--- config.mk ---
export PLATFORM = sky130hd
export DESIGN_NAME = des_encrypt_iter
export DESIGN_NICKNAME = d
export VERILOG_FILES = /design/src/rtl/des_pkg.sv /design/src/rtl/des_perm.sv /design/src/rtl/des_round.sv /design/src/rtl/des_encrypt_iter.sv
export SDC_FILE = /design/constraint.sdc
export NUM_CORES = 1
export LEC_CHECK = 0
export ABC_AREA = 1
export CORE_ASPECT_RATIO = 1.75
export CORE_MARGIN = 4
export CORE_UTILIZATION = 25
export DETAILED_ROUTE_END_ITERATION = 10
export SLEW_MARGIN = 20
export SYNTH_ARGS = -nofsm -noshare
export SYNTH_HDL_FRONTEND = slang
export SYNTH_HIERARCHICAL = 1
export SYNTH_SLANG_ARGS = --single-unit
--- constraint.sdc ---
create_clock -name clk -period 8.45 [get_ports clk]
set_input_delay 2.535 -clock clk [delete_from_list [all_inputs] [get_ports clk]]
set_output_delay 2.535 -clock clk [all_outputs]
set_load 0.01 [all_outputs]
--- src/rtl/des_pkg.sv ---
`default_nettype none
// +----------------------------------------------------------------------------+
// | Module : des_pkg                                                           |
// | Brief  : Shared DES widths, key-schedule shift mask and engine state type. |
// | Rev    : 1.0  initial release                                              |
// +----------------------------------------------------------------------------+
package des_pkg;
  localparam int BLOCK_W  = 64;
  localparam int KEY_W    = 56;
  localparam int HALF_W   = 32;
  localparam int CD_W     = 28;
  localparam int SUBKEY_W = 48;
  localparam int ROUNDS   = 16;

  // Bit n-1 set: round n rotates C/D by one place instead of two.
  localparam logic [15:0] ONE_SHIFT_MASK = 16'h8103;

  typedef enum logic [1:0] {
    IDLE = 2'd0,
    RUN  = 2'd1,
    DONE = 2'd2
  } state_t;

  function automatic logic [CD_W-1:0] rotl_cd(input logic [CD_W-1:0] v, input logic one);
    return one ? {v[CD_W-2:0], v[CD_W-1]} : {v[CD_W-3:0], v[CD_W-1:CD_W-2]};
  endfunction
endpackage
`default_nettype wire

--- src/rtl/des_perm.sv ---
`default_nettype none
// +----------------------------------------------------------------------------+
// | Module : expansion, s_function, p_post_sf, p_key2, p_initial, p_inverse    |
// | Brief  : DES fixed permutations and S-boxes; MSB of each bus = DES bit 1.  |
// | Rev    : 1.0  initial release                                              |
// +----------------------------------------------------------------------------+
module expansion import des_pkg::*; (
  input  logic [HALF_W-1:0]   i_r,
  output logic [SUBKEY_W-1:0] o_e
);
  localparam int TAB [0:47] = '{
    32,  1,  2,  3,  4,  5,  4,  5,  6,  7,  8,  9,
     8,  9, 10, 11, 12, 13, 12, 13, 14, 15, 16, 17,
    16, 17, 18, 19, 20, 21, 20, 21, 22, 23, 24, 25,
    24, 25, 26, 27, 28, 29, 28, 29, 30, 31, 32,  1};
  for (genvar i = 0; i < 48; i++) begin : g_bit
    assign o_e[47-i] = i_r[32-TAB[i]];
  end
endmodule

module s_function import des_pkg::*; (
  input  logic [SUBKEY_W-1:0] i_x,
  output logic [HALF_W-1:0]   o_s
);
  localparam int SBOX [0:7][0:63] = '{
    '{14, 4,13, 1, 2,15,11, 8, 3,10, 6,12, 5, 9, 0, 7,  0,15, 7, 4,14, 2,13, 1,10, 6,12,11, 9, 5, 3, 8,
       4, 1,14, 8,13, 6, 2,11,15,12, 9, 7, 3,10, 5, 0, 15,12, 8, 2, 4, 9, 1, 7, 5,11, 3,14,10, 0, 6,13},
    '{15, 1, 8,14, 6,11, 3, 4, 9, 7, 2,13,12, 0, 5,10,  3,13, 4, 7,15, 2, 8,14,12, 0, 1,10, 6, 9,11, 5,
       0,14, 7,11,10, 4,13, 1, 5, 8,12, 6, 9, 3, 2,15, 13, 8,10, 1, 3,15, 4, 2,11, 6, 7,12, 0, 5,14, 9},
    '{10, 0, 9,14, 6, 3,15, 5, 1,13,12, 7,11, 4, 2, 8, 13, 7, 0, 9, 3, 4, 6,10, 2, 8, 5,14,12,11,15, 1,
      13, 6, 4, 9, 8,15, 3, 0,11, 1, 2,12, 5,10,14, 7,  1,10,13, 0, 6, 9, 8, 7, 4,15,14, 3,11, 5, 2,12},
    '{ 7,13,14, 3, 0, 6, 9,10, 1, 2, 8, 5,11,12, 4,15, 13, 8,11, 5, 6,15, 0, 3, 4, 7, 2,12, 1,10,14, 9,
      10, 6, 9, 0,12,11, 7,13,15, 1, 3,14, 5, 2, 8, 4,  3,15, 0, 6,10, 1,13, 8, 9, 4, 5,11,12, 7, 2,14},
    '{ 2,12, 4, 1, 7,10,11, 6, 8, 5, 3,15,13, 0,14, 9, 14,11, 2,12, 4, 7,13, 1, 5, 0,15,10, 3, 9, 8, 6,
       4, 2, 1,11,10,13, 7, 8,15, 9,12, 5, 6, 3, 0,14, 11, 8,12, 7, 1,14, 2,13, 6,15, 0, 9,10, 4, 5, 3},
    '{12, 1,10,15, 9, 2, 6, 8, 0,13, 3, 4,14, 7, 5,11, 10,15, 4, 2, 7,12, 9, 5, 6, 1,13,14, 0,11, 3, 8,
       9,14,15, 5, 2, 8,12, 3, 7, 0, 4,10, 1,13,11, 6,  4, 3, 2,12, 9, 5,15,10,11,14, 1, 7, 6, 0, 8,13},
    '{ 4,11, 2,14,15, 0, 8,13, 3,12, 9, 7, 5,10, 6, 1, 13, 0,11, 7, 4, 9, 1,10,14, 3, 5,12, 2,15, 8, 6,
       1, 4,11,13,12, 3, 7,14,10,15, 6, 8, 0, 5, 9, 2,  6,11,13, 8, 1, 4,10, 7, 9, 5, 0,15,14, 2, 3,12},
    '{13, 2, 8, 4, 6,15,11, 1,10, 9, 3,14, 5, 0,12, 7,  1,15,13, 8,10, 3, 7, 4,12, 5, 6,11, 0,14, 9, 2,
       7,11, 4, 1, 9,12,14, 2, 0, 6,10,13,15, 3, 5, 8,  2, 1,14, 7, 4,10, 8,13,15,12, 9, 0, 3, 5, 6,11}};
  for (genvar j = 0; j < 8; j++) begin : g_box
    logic [5:0] w_six;
    assign w_six = i_x[47-6*j -: 6];
    // Row = outer bits {b1,b6}, column = inner bits b2..b5.
    assign o_s[31-4*j -: 4] = 4'(SBOX[j][{w_six[5], w_six[0], w_six[4:1]}]);
  end
endmodule

module p_post_sf import des_pkg::*; (
  input  logic [HALF_W-1:0] i_s,
  output logic [HALF_W-1:0] o_p
);
  localparam int TAB [0:31] = '{
    16,  7, 20, 21, 29, 12, 28, 17,  1, 15, 23, 26,  5, 18, 31, 10,
     2,  8, 24, 14, 32, 27,  3,  9, 19, 13, 30,  6, 22, 11,  4, 25};
  for (genvar i = 0; i < 32; i++) begin : g_bit
    assign o_p[31-i] = i_s[32-TAB[i]];
  end
endmodule

module p_key2 import des_pkg::*; (
  input  logic [KEY_W-1:0]    i_cd,
  output logic [SUBKEY_W-1:0] o_k
);
  localparam int TAB [0:47] = '{
    14, 17, 11, 24,  1,  5,  3, 28, 15,  6, 21, 10,
    23, 19, 12,  4, 26,  8, 16,  7, 27, 20, 13,  2,
    41, 52, 31, 37, 47, 55, 30, 40, 51, 45, 33, 48,
    44, 49, 39, 56, 34, 53, 46, 42, 50, 36, 29, 32};
  // PC-2 discards eight key bits by design.
  logic w_unused_bits;
  assign w_unused_bits = ^i_cd;
  for (genvar i = 0; i < 48; i++) begin : g_bit
    assign o_k[47-i] = i_cd[56-TAB[i]];
  end
endmodule

module p_initial import des_pkg::*; (
  input  logic [BLOCK_W-1:0] i_x,
  output logic [BLOCK_W-1:0] o_y
);
  localparam int TAB [0:63] = '{
    58, 50, 42, 34, 26, 18, 10,  2, 60, 52, 44, 36, 28, 20, 12,  4,
    62, 54, 46, 38, 30, 22, 14,  6, 64, 56, 48, 40, 32, 24, 16,  8,
    57, 49, 41, 33, 25, 17,  9,  1, 59, 51, 43, 35, 27, 19, 11,  3,
    61, 53, 45, 37, 29, 21, 13,  5, 63, 55, 47, 39, 31, 23, 15,  7};
  for (genvar i = 0; i < 64; i++) begin : g_bit
    assign o_y[63-i] = i_x[64-TAB[i]];
  end
endmodule

module p_inverse import des_pkg::*; (
  input  logic [BLOCK_W-1:0] i_x,
  output logic [BLOCK_W-1:0] o_y
);
  localparam int TAB [0:63] = '{
    40,  8, 48, 16, 56, 24, 64, 32, 39,  7, 47, 15, 55, 23, 63, 31,
    38,  6, 46, 14, 54, 22, 62, 30, 37,  5, 45, 13, 53, 21, 61, 29,
    36,  4, 44, 12, 52, 20, 60, 28, 35,  3, 43, 11, 51, 19, 59, 27,
    34,  2, 42, 10, 50, 18, 58, 26, 33,  1, 41,  9, 49, 17, 57, 25};
  for (genvar i = 0; i < 64; i++) begin : g_bit
    assign o_y[63-i] = i_x[64-TAB[i]];
  end
endmodule
`default_nettype wire

--- src/rtl/des_round.sv ---
`default_nettype none
// +----------------------------------------------------------------------------+
// | Module : des_round                                                         |
// | Brief  : One combinational DES Feistel round including the C/D rotation.   |
// | Rev    : 1.0  initial release                                              |
// +----------------------------------------------------------------------------+
module des_round import des_pkg::*; (
  input  logic [3:0]        i_round,
  input  logic [HALF_W-1:0] i_l,
  input  logic [HALF_W-1:0] i_r,
  input  logic [CD_W-1:0]   i_c,
  input  logic [CD_W-1:0]   i_d,
  output logic [HALF_W-1:0] o_l,
  output logic [HALF_W-1:0] o_r,
  output logic [CD_W-1:0]   o_c,
  output logic [CD_W-1:0]   o_d
);
  logic                w_one_shift;
  logic [SUBKEY_W-1:0] w_exp;
  logic [SUBKEY_W-1:0] w_subkey;
  logic [HALF_W-1:0]   w_sbox;
  logic [HALF_W-1:0]   w_f;

  // The subkey for round n is taken after that round's rotation.
  assign w_one_shift = ONE_SHIFT_MASK[i_round];
  assign o_c         = rotl_cd(i_c, w_one_shift);
  assign o_d         = rotl_cd(i_d, w_one_shift);

  expansion  u_exp  (.i_r(i_r),          .o_e(w_exp));
  p_key2     u_pc2  (.i_cd({o_c, o_d}),  .o_k(w_subkey));
  s_function u_sbox (.i_x(w_exp ^ w_subkey), .o_s(w_sbox));
  p_post_sf  u_perm (.i_s(w_sbox),       .o_p(w_f));

  assign o_l = i_r;
  assign o_r = i_l ^ w_f;
endmodule
`default_nettype wire

--- src/rtl/des_encrypt_iter.sv ---
`default_nettype none
// +----------------------------------------------------------------------------+
// | Module : des_encrypt_iter                                                  |
// | Brief  : Iterative DES encryptor, UNROLL rounds per clock, valid/ready.    |
// |          Define DES_ENC_CBC_EN to add the CBC chain (iv_load / iv ports).   |
// | Rev    : 1.0  initial release                                              |
// +----------------------------------------------------------------------------+
module des_encrypt_iter import des_pkg::*; #(
  parameter int UNROLL = 1
) (
  input  logic                clk,
  input  logic                rst,
  input  logic                in_valid,
  output logic                in_ready,
  input  logic [BLOCK_W-1:0]  plaintext,
  input  logic [KEY_W-1:0]    key,
`ifdef DES_ENC_CBC_EN
  input  logic                iv_load,
  input  logic [BLOCK_W-1:0]  iv,
`endif
  output logic                out_valid,
  input  logic                out_ready,
  output logic [BLOCK_W-1:0]  ciphertext
);
  if (UNROLL != 1 && UNROLL != 2 && UNROLL != 4) begin : g_bad_unroll
    $error("des_encrypt_iter: UNROLL must be 1, 2 or 4");
  end

  localparam logic [3:0] STEP     = 4'(UNROLL);
  localparam logic [3:0] LAST_CNT = 4'(ROUNDS - UNROLL);

  state_t              state_q, state_d;
  logic [3:0]          cnt_q, cnt_d;
  logic [HALF_W-1:0]   l_q, l_d, r_q, r_d;
  logic [CD_W-1:0]     c_q, c_d, d_q, d_d;
  logic [BLOCK_W-1:0]  ct_q, ct_d;
  logic                out_valid_q, out_valid_d;
  logic                in_ready_q, in_ready_d;

  logic                accept;
  logic [BLOCK_W-1:0]  block_in;
  logic [BLOCK_W-1:0]  ip_out;
  logic [BLOCK_W-1:0]  fp_out;
  logic [UNROLL:0][HALF_W-1:0] l_w, r_w;
  logic [UNROLL:0][CD_W-1:0]   c_w, d_w;

  assign accept = in_valid && in_ready_q;

`ifdef DES_ENC_CBC_EN
  logic [BLOCK_W-1:0] chain_q, chain_d;

  // An iv_load coinciding with the accept chains this block off the new iv.
  assign block_in = plaintext ^ (iv_load ? iv : chain_q);

  always_comb begin
    chain_d = chain_q;
    if (state_q == IDLE && iv_load) chain_d = iv;
    if (state_q == DONE && out_ready) chain_d = ct_q;
  end

  always_ff @(posedge clk) begin
    if (rst) chain_q <= '0;
    else     chain_q <= chain_d;
  end
`else
  assign block_in = plaintext;
`endif

  p_initial u_ip (.i_x(block_in), .o_y(ip_out));

  assign l_w[0] = l_q;
  assign r_w[0] = r_q;
  assign c_w[0] = c_q;
  assign d_w[0] = d_q;

  for (genvar k = 0; k < UNROLL; k++) begin : g_round
    des_round u_round (
      .i_round(cnt_q + 4'(k)),
      .i_l(l_w[k]), .i_r(r_w[k]), .i_c(c_w[k]), .i_d(d_w[k]),
      .o_l(l_w[k+1]), .o_r(r_w[k+1]), .o_c(c_w[k+1]), .o_d(d_w[k+1])
    );
  end

  // Halves are swapped before the final permutation.
  p_inverse u_fp (.i_x({r_w[UNROLL], l_w[UNROLL]}), .o_y(fp_out));

  always_comb begin
    state_d     = state_q;
    cnt_d       = cnt_q;
    l_d         = l_q;
    r_d         = r_q;
    c_d         = c_q;
    d_d         = d_q;
    ct_d        = ct_q;
    out_valid_d = out_valid_q;
    unique case (state_q)
      IDLE: begin
        if (accept) begin
          l_d     = ip_out[63:32];
          r_d     = ip_out[31:0];
          c_d     = key[55:28];
          d_d     = key[27:0];
          cnt_d   = '0;
          state_d = RUN;
        end
      end
      RUN: begin
        l_d = l_w[UNROLL];
        r_d = r_w[UNROLL];
        c_d = c_w[UNROLL];
        d_d = d_w[UNROLL];
        if (cnt_q == LAST_CNT) begin
          ct_d        = fp_out;
          out_valid_d = 1'b1;
          cnt_d       = '0;
          state_d     = DONE;
        end else begin
          cnt_d = cnt_q + STEP;
        end
      end
      DONE: begin
        if (out_ready) begin
          out_valid_d = 1'b0;
          state_d     = IDLE;
        end
      end
      default: state_d = IDLE;
    endcase
    in_ready_d = (state_d == IDLE);
  end

  always_ff @(posedge clk) begin
    if (rst) begin
      state_q     <= IDLE;
      cnt_q       <= '0;
      l_q         <= '0;
      r_q         <= '0;
      c_q         <= '0;
      d_q         <= '0;
      ct_q        <= '0;
      out_valid_q <= 1'b0;
      in_ready_q  <= 1'b0;
    end else begin
      state_q     <= state_d;
      cnt_q       <= cnt_d;
      l_q         <= l_d;
      r_q         <= r_d;
      c_q         <= c_d;
      d_q         <= d_d;
      ct_q        <= ct_d;
      out_valid_q <= out_valid_d;
      in_ready_q  <= in_ready_d;
    end
  end

  assign in_ready   = in_ready_q;
  assign out_valid  = out_valid_q;
  assign ciphertext = ct_q;
endmodule
`default_nettype wire

# Word-level counts from Yosys, hierarchy flattened
# Memories as Yosys holds them, arrays and structs flattened. A register that Yosys moved wholly into a read port is not among the register bits.
# Index checks and enable logic that the tools add are counted.
# op_classes
mul	0
n_mux	39
shifts	0
add_sub_neg	1
n_bitwise	10
div	0
n_lt_le_gt_ge	9
n_eq_ne	6
n_reduce_logical	8
# op_table
operator	n
32-bit case mux with 2 select lines	2
28-bit 2-to-1 mux	4
28-bit case mux with 2 select lines	2
4-bit 2-to-1 mux	20
32-bit 2-to-1 mux	2
7-bit >= comparator (second input constant)	8
6-bit NOT with 7-bit output	8
48-bit bitwise XOR	1
32-bit bitwise XOR	1
4-bit case mux with 2 select lines	1
2-bit 2-to-1 mux	3
2-bit inequality test (second input constant)	3
2-bit case mux with 3 select lines	1
4-bit by 5-bit less-than comparator with 1-bit output (second input constant)	1
4-bit by 1-bit adder with 4-bit output (second input constant)	1
4-bit == test (second input constant)	1
2-bit logical NOT	2
2-bit AND reduction	2
2-bit nonzero test	2
1-bit 2-to-1 mux	3
3-bit AND reduction	1
2-bit by 1-bit == test with 1-bit output (second input constant)	1
2-bit == test (second input constant)	1
1-bit case mux with 2 select lines	1
1-bit logical AND	1
# word_totals
latch_bits	0
out_inout_bits	66
rom_bits	16400
mem_bits_rw	0
word_cells	91
memories	9
regBits	192
# mem_list
memory	words	word_bits	read_ports	rd_ports_with_merged_regs	wr	line	rtl
(name not given)	64	32	1	0	0	des_perm.sv:46	assign o_s[31-4*j -: 4] = 4'(SBOX[j][{w_six[5], w_six[0], w_six[4:1]}]);
(name not given)	64	32	1	0	0	des_perm.sv:46	
(name not given)	64	32	1	0	0	des_perm.sv:46	
(name not given)	64	32	1	0	0	des_perm.sv:46	
(name not given)	64	32	1	0	0	des_perm.sv:46	
(name not given)	64	32	1	0	0	des_perm.sv:46	
3 more memories	-	-	-	-	-	-	

# Logic depth before layout (Yosys ltp)
# Gate-level depths: netlist of run 1.
# depth
word_depth	10
ltp_mapped	26
depth_no_buf	22

# By module
# The synthesis of run 1 kept the hierarchy.
# by_module_without_submodules
module	seq_area_each_um2	instances	cells_per_inst	area_per_inst_um2
des_encrypt_iter	3843.7	1	1234	8120.3
s_function	0.0	1	851	4345.4
des_round	0.0	1	303	1809.2
p_initial	0.0	1	64	480.5
p_inverse	0.0	1	64	480.5
expansion	0.0	1	48	360.3
p_key2	0.0	1	48	360.3
p_post_sf	0.0	1	32	240.2

# Worst setup path before layout of run 1
# OpenSTA, ideal clock, no wires.
# synth_timing
path_kind	reg2reg
start	register cnt_q[2]
end	register ct_q[20], in the netlist ciphertext[20]
required_ps	8334
period_less_slack_ps	3383
path_stages_with_launch	26
t_arrival_ps	3267
setup_ps	116
slack_ps	5067
cell_sequence	dfxtp_1 nand2_1 nand3_1 nand2_1 buf_4 buf_6 nand2_1 nand2_1 buf_4 xor2_1 inv_2 ha_1 inv_1 nand2_1 nand2_1 nand2_1 o21ai_0 nand2_1 nand2_1 nand2_1 nand2_1 buf_4 xor2_1 buf_4 nor2_1 nor2_1
# synth_between
elab_chain_cells	2
# synth_lines
item	line	rtl
from (decl)	des_encrypt_iter.sv:33	logic [3:0] cnt_q, cnt_d;
from (signal assigned)	des_encrypt_iter.sv:145	cnt_q <= cnt_d;
4-bit == test	des_encrypt_iter.sv:112	if (cnt_q == LAST_CNT) begin
2-bit AND reduction (no source line)	-	
to (signal assigned)	des_encrypt_iter.sv:150	ct_q <= ct_d;
to (decl)	des_encrypt_iter.sv:36	logic [BLOCK_W-1:0] ct_q, ct_d;
# Every way passes these cells.
# A chain may end at the register's enable or synchronous reset.

==> reports/qor.yml, run 1 <==
worst_setup_path:
  crit_arrival_ns: 5.33
  crit_fanout: 57
  startpoint_type: "register"
  worstSetupPathType: "reg2reg"
  crit_buf_inv: 3
  cp_slowest_stage_delay_ns: 0.64
  critical_path.cell_chain: "nand2_1 > o21ai_4 > buf_4 > nand2_1 > buf_4 > nand2_1 > nand2_1 > xor2_1 > inv_1 > ha_1 > nand2_1 > o21ai_0 > o21ai_0 > nand2_1 > nand2_1 > nand2_1 > xor2_1 > nand2_1 > nand2_1 > nor2_1 > nor2_1"
  slowest_stage: "xor2_1"
  crit_family: "simple AND/OR/NAND/NOR gates"
  end_kind: "register"
  crit_path_frequent_cell: "nand2_1"
  cp.required_ns: 8.86
sta:
  skew_ns: 0.0174
  finalSetupTns_ns: 0
  slew_viol_final: 0
  worstMarginPinSlew_ns: 1.10
  max_freq_ghz: 0.203
  relSlewSlack: 0.265
  rsz0062_at_grt: "no"
  hold_viol: 0
  final-setup-viol-count: 0
  finalCriticalPeriod_ns: 4.92
  finalCritPeriodShare: 0.582
clock_network:
  worstSkewPairLatency_ns: 0.47
  cts_tree: "done"
  path_clk_slew_ns: 0.09
  holdBufCountCts: 0
  cts_made_buffers: 17
  cts_resized: 0
  root_buffer: "clkbuf_16"
  post-cts-setup-buffers: 0
  cts_sinks: 192
  cts_max_level: 4
  cts_buffer_depth: 2
synthesis:
  ys_seq_area_frac: 0.237
  synth_top_area_share: 0.237
  synth_cell_types: 31
  syn-instance-count: 2644
  synth.avg_cell_area_um2: 6.13
  yosys_warnings: 6
  synth.largest_area_cell: "dfxtp_1"
  netlist_area_mm2: 0.0162
  yosys-top-cells-area: "dfxtp_1, nand2_1, buf_4"
  synth_nets: 2832
  synth-seq-cells: 192
power:
  p_comb_frac: 0.462
  peakVddDrop_uv: 117
  leakage_uw: 0.00821
  internal_power_uw: 1940
  clkPwrFrac: 0.248
  power_switching_uw: 1700
  p_per_area_mw_per_mm2: 214
  power_frac_seq: 0.290
  switching_share: 0.467
global_routing:
  grtUsageTotal: 0.167
  grt_pass1_wl_um: 89500
  grt-ovfl-total: 0
  grt_pass1_vias: 14800
  antenna_found_initial: 2
  grt_max_degree: 111
drt:
  vias_per_cell: 4.72
  drt_wl_total_um: 60000
  ant_nets: 0
  routedWlPerCell_um: 18.4
  firstDrtPassIters: 8
  drcViolationCount: 0
  drt_iter0_markers: 1096
  vias: 15400
layout:
  layout_commonest_cell: "nand2_1"
  antenna_cells: 0
  nets: 2631
  utilization: 0.265
  layout-area-overhead-vs-synth_pct: 4.98
  drive_above_1_share: 0.0346
  fin_cells: 3268
  most-common-layout-cells: "nand2_1, nor2_1, o21ai_0"
  final_area_mm2: 0.0170
place:
  dp.final_hpwl_um: 44700
  gp_congestion: 0.943
  port_buffers: 189
  placed_area_mm2: 0.0164
  dp_cells: 3236
floorplanning:
  die_w_um: 200
  start_util: 0.252
  dieArea_mm2: 0.0691
  ios: 190
  core_mm2: 0.0642
  die_y_um: 345
  rows: 123
status:
  outcome: "completed"
hold_path:
  min_path_type: "reg2reg"
run:
  cap_viol_max_count: 0
[power groups by stage]
stage | Sequential [uW] | Clock, uW | Combinational, uW
2_1_floorplan | 1030 | 0 | 1600
3_3_place_gp | 1070 | 0 | 1670
3_5_place_dp | 1070 | 0 | 1660
4_1_cts | 1050 | 924 | 1670
5_1_grt | 1060 | 953 | 1880
6_report | 1050 | 901 | 1680
[flip-flops by register name, indices dropped and copies added, names as in the netlist]
register	flops
r_q	32
out_valid	1
d_q	28
in_ready	1
cnt_q	4
ciphertext	64
state_q	2
c_q	28
l_q	32
[routing by layer]
| metal | track usage | up-vias | share of wire |
|---|---|---|---|
| met5 | 0 | - | 0.00020 |
| met3 | 0.0236 | 108 | 0.039 |
| met1 | 0.172 | 7193 | 0.37 |
| met4 | 0.0941 | 2 | 0.060 |
| li1 | - | 7686 | - |
| met2 | 0.324 | 434 | 0.53 |
[final cells by class]
class | instances | area (um2)
Tap cell | 812 | 1020
Fill cell | 7194 | 47200
Timing Repair Buffer | 213 | 2070
Sequential cell | 192 | 3840
Inverter | 84 | 320
Clock inverter | 15 | 210
Clock buffer | 17 | 425
Multi-Input combinational cell | 1935 | 9110
[Yosys cell counts]
| library cell | instances |
|---|---|
| nand2_1 | 821 |
| nor2_1 | 405 |
| buf_4 | 320 |
| o21ai_0 | 250 |
| nand3_1 | 216 |
| dfxtp_1 | 192 |
| xor2_1 | 81 |
| inv_1 | 71 |
| buf_2 | 64 |
| ha_1 | 64 |
| a21oi_1 | 32 |
| clkbuf_1 | 32 |
| o211ai_1 | 32 |
| inv_2 | 10 |
| o21ai_1 | 8 |
| buf_6 | 7 |
| clkbuf_2 | 7 |
| nand4_1 | 7 |
| nand2_2 | 4 |
| buf_1 | 3 |
| clkinv_1 | 3 |
| or2_1 | 3 |
| or2_2 | 3 |
| nor3_1 | 2 |
| a21oi_2 | 1 |
| a21oi_4 | 1 |
| a31oi_1 | 1 |
| nand2_4 | 1 |
| nor2_2 | 1 |
| nor2_4 | 1 |
| o21ai_2 | 1 |
[per-stage QoR]
step	total power [uW]	hold slack [ns]	worst slack (ns)
floorplan	2630	0.481	5.07
global route	3890	0.517	3.09
finish	3630	0.492	3.53
CTS	3640	0.496	3.58
global placement	2740	0.491	3.33
detailed placement	2730	0.480	3.33
[cells by family after synthesis]
logic type,Yosys count,synth area share
AND/OR/NAND/NOR,1464,0.360
adder cells (fa/ha/maj),64,0.0494
AO/OA/AOI/OAI,326,0.107
XOR/XNOR,81,0.0438
flip-flops,192,0.237
buffers and inverters,517,0.203
[tightest hold or removal path, stage by stage (launching register included)]
cell     delay, ns
dfxtp_1       0.33
nand2_1       0.07
a21oi_1       0.05
[worst paths after layout]
path / slack (ns) / from / end / cells after the start
max: 3.53 / cnt_q[0]$_SDFFE_PP0P_ / r_q[4]$_SDFFE_PP0P_ / 21
min: 0.49 / out_valid$_SDFFE_PP0P_ / out_valid$_SDFFE_PP0P_ / 2
max reg2reg: 3.53 / cnt_q[0]$_SDFFE_PP0P_ / r_q[4]$_SDFFE_PP0P_ / 21
min reg2reg: 0.49 / out_valid$_SDFFE_PP0P_ / out_valid$_SDFFE_PP0P_ / 2
(Power assumes the default switching activity.)
==> inputs of run 2 (changes only) <==
- clock period: 8.45 -> 5 ns (I/O delays scaled with it)
==> reports/qor.yml, run 2 (synthesized netlist as in run 1, its figures left out) <==
status:
  outcome: "completed"
sta:
  finalSetupTns_ns: 0
  max_freq_ghz: 0.252
  finalCritPeriodShare: 0.794
  worstMarginPinSlew_ns: 0.897
  rsz0062_at_grt: "no"
  hold_viol: 0
  holdWs_ns: 0.488
  final-setup-viol-count: 0
  finalCriticalPeriod_ns: 3.97
  relSlewSlack: 0.402
  slew_viol_final: 0
  skew_ns: 0.0152
drt:
  highest_layer: "met4"
  dr_wl_met3_um: 2550
  drcViolationCount: 0
  met1Wirelength_um: 22700
  met2_length_um: 33400
  drt_iter0_markers: 1018
  vias_per_cell: 4.73
  vias: 15600
  drt_wl_total_um: 63100
  firstDrtPassIters: 5
  routedWlPerCell_um: 19.1
  ant_nets: 0
floorplanning:
  core_mm2: 0.0642
  dieArea_mm2: 0.0691
  die_y_um: 345
  die_w_um: 200
  rows: 123
  start_util: 0.252
  ios: 190
clock_network:
  cts_max_level: 4
  path_clk_slew_ns: 0.07
  cts_buffer_depth: 2
  post-cts-setup-buffers: 0
  cts_tree: "done"
  cts_resized: 0
  cts_sinks: 192
  root_buffer: "clkbuf_16"
  holdBufCountCts: 0
  cts_made_buffers: 17
  worstSkewPairLatency_ns: 0.48
power:
  clkPwrFrac: 0.240
  power_switching_uw: 2830
  peakVddDrop_uv: 210
  p_per_area_mw_per_mm2: 359
  switching_share: 0.456
  leakage_uw: 0.00839
  p_comb_frac: 0.470
  power_frac_seq: 0.290
  internal_power_uw: 3370
hold_path:
  hold_depth: 2
  min_path_type: "reg2reg"
worst_setup_path:
  end_kind: "register"
  r2r_cells: 19
  cp.required_ns: 5.37
  crit_arrival_ns: 4.34
  crit_fanout: 46
  worstSetupPathType: "reg2reg"
  startpoint_type: "register"
global_routing:
  antenna_found_initial: 0
  grt-ovfl-total: 0
  grt_pass1_vias: 15100
  grtUsageTotal: 0.176
  grt_max_degree: 99
  grt_pass1_wl_um: 93000
run:
  cap_viol_max_count: 0
layout:
  antenna_cells: 0
  fillers: 7162
  layout_commonest_cell: "nand2_1"
  layout-area-overhead-vs-synth_pct: 6.47
  seq_area_mm2: 0.00384
  largest_reg_flops: 64
  most-common-layout-cells: "nand2_1, nor2_1, o21ai_0"
  drive_above_1_share: 0.0462
  multiInputGateArea_mm2: 0.00910
  nets: 2665
place:
  dp.final_hpwl_um: 48300
  port_buffers: 189
  gp_congestion: 0.992
==> run 2: power groups by stage <==
| stage | Clock [uW] | Combinational [uW] | Sequential (uW) |
|---|---|---|---|
| global route | 1570 | 3250 | 1810 |
| detailed placement | 0 | 2880 | 1830 |
| floorplan | 0 | 2710 | 1740 |
| finish | 1490 | 2910 | 1800 |
| global placement | 0 | 2900 | 1830 |
| CTS | 1520 | 2890 | 1800 |
==> run 2: cell type report <==
cell class                 count  share of cell area
multi-input combinational   1935               0.528
sequential                   192               0.223
timing repair buffer         247               0.137
tap                          812              0.0589
clock buffer                  18              0.0249
inverter                      84              0.0186
clock inverter                13             0.00980
==> run 2: per-stage QoR <==
step           std cells  area [um2]  power (uW)  setup slack [ns]   util
2_1_floorplan       2644       16200        4450              1.62      -
3_3_place_gp        3270       16600        4730              1.11  0.259
3_5_place_dp        3270       16600        4710              1.06  0.259
4_1_cts             3301       17200        6210              1.03  0.269
5_1_grt             3301       17200        6630             0.587  0.269
6_report            3301       17200        6200              1.03  0.269
==> run 2: worst max-delay path, stage by stage, from the launching register on <==
cell     delay, ns
dfxtp_1       0.39
o21ai_4       0.46
nand2_1       0.15
buf_4         0.31
nand2_1       0.11
nand2_1       0.14
xor2_1        0.47
inv_1         0.28
ha_1          0.44
nand2_1       0.15
o21ai_0       0.10
o21ai_0       0.20
nand2_1       0.08
nand2_1       0.06
nand2_1       0.08
xor2_1        0.18
nand2_1       0.07
nand2_1       0.05
nor2_1        0.09
nor2_1        0.05
==> run 2: path summary, 6_finish.rpt <==
path	from	to	slack [ns]
worst max-delay path	cnt_q[2]$_SDFFE_PP0P_	r_q[4]$_SDFFE_PP0P_	1.03
worst min-delay path	out_valid$_SDFFE_PP0P_	out_valid$_SDFFE_PP0P_	0.49
worst max register to register	cnt_q[2]$_SDFFE_PP0P_	r_q[4]$_SDFFE_PP0P_	1.03
worst min register to register	out_valid$_SDFFE_PP0P_	out_valid$_SDFFE_PP0P_	0.49
==> run 2: per-layer routing <==
| metal | track usage | vias up |
|---|---|---|
| met5 | 0 | - |
| met4 | 0.115 | 0 |
| met3 | 0.0239 | 144 |
| met2 | 0.341 | 468 |
| met1 | 0.176 | 7257 |
| li1 | - | 7757 |
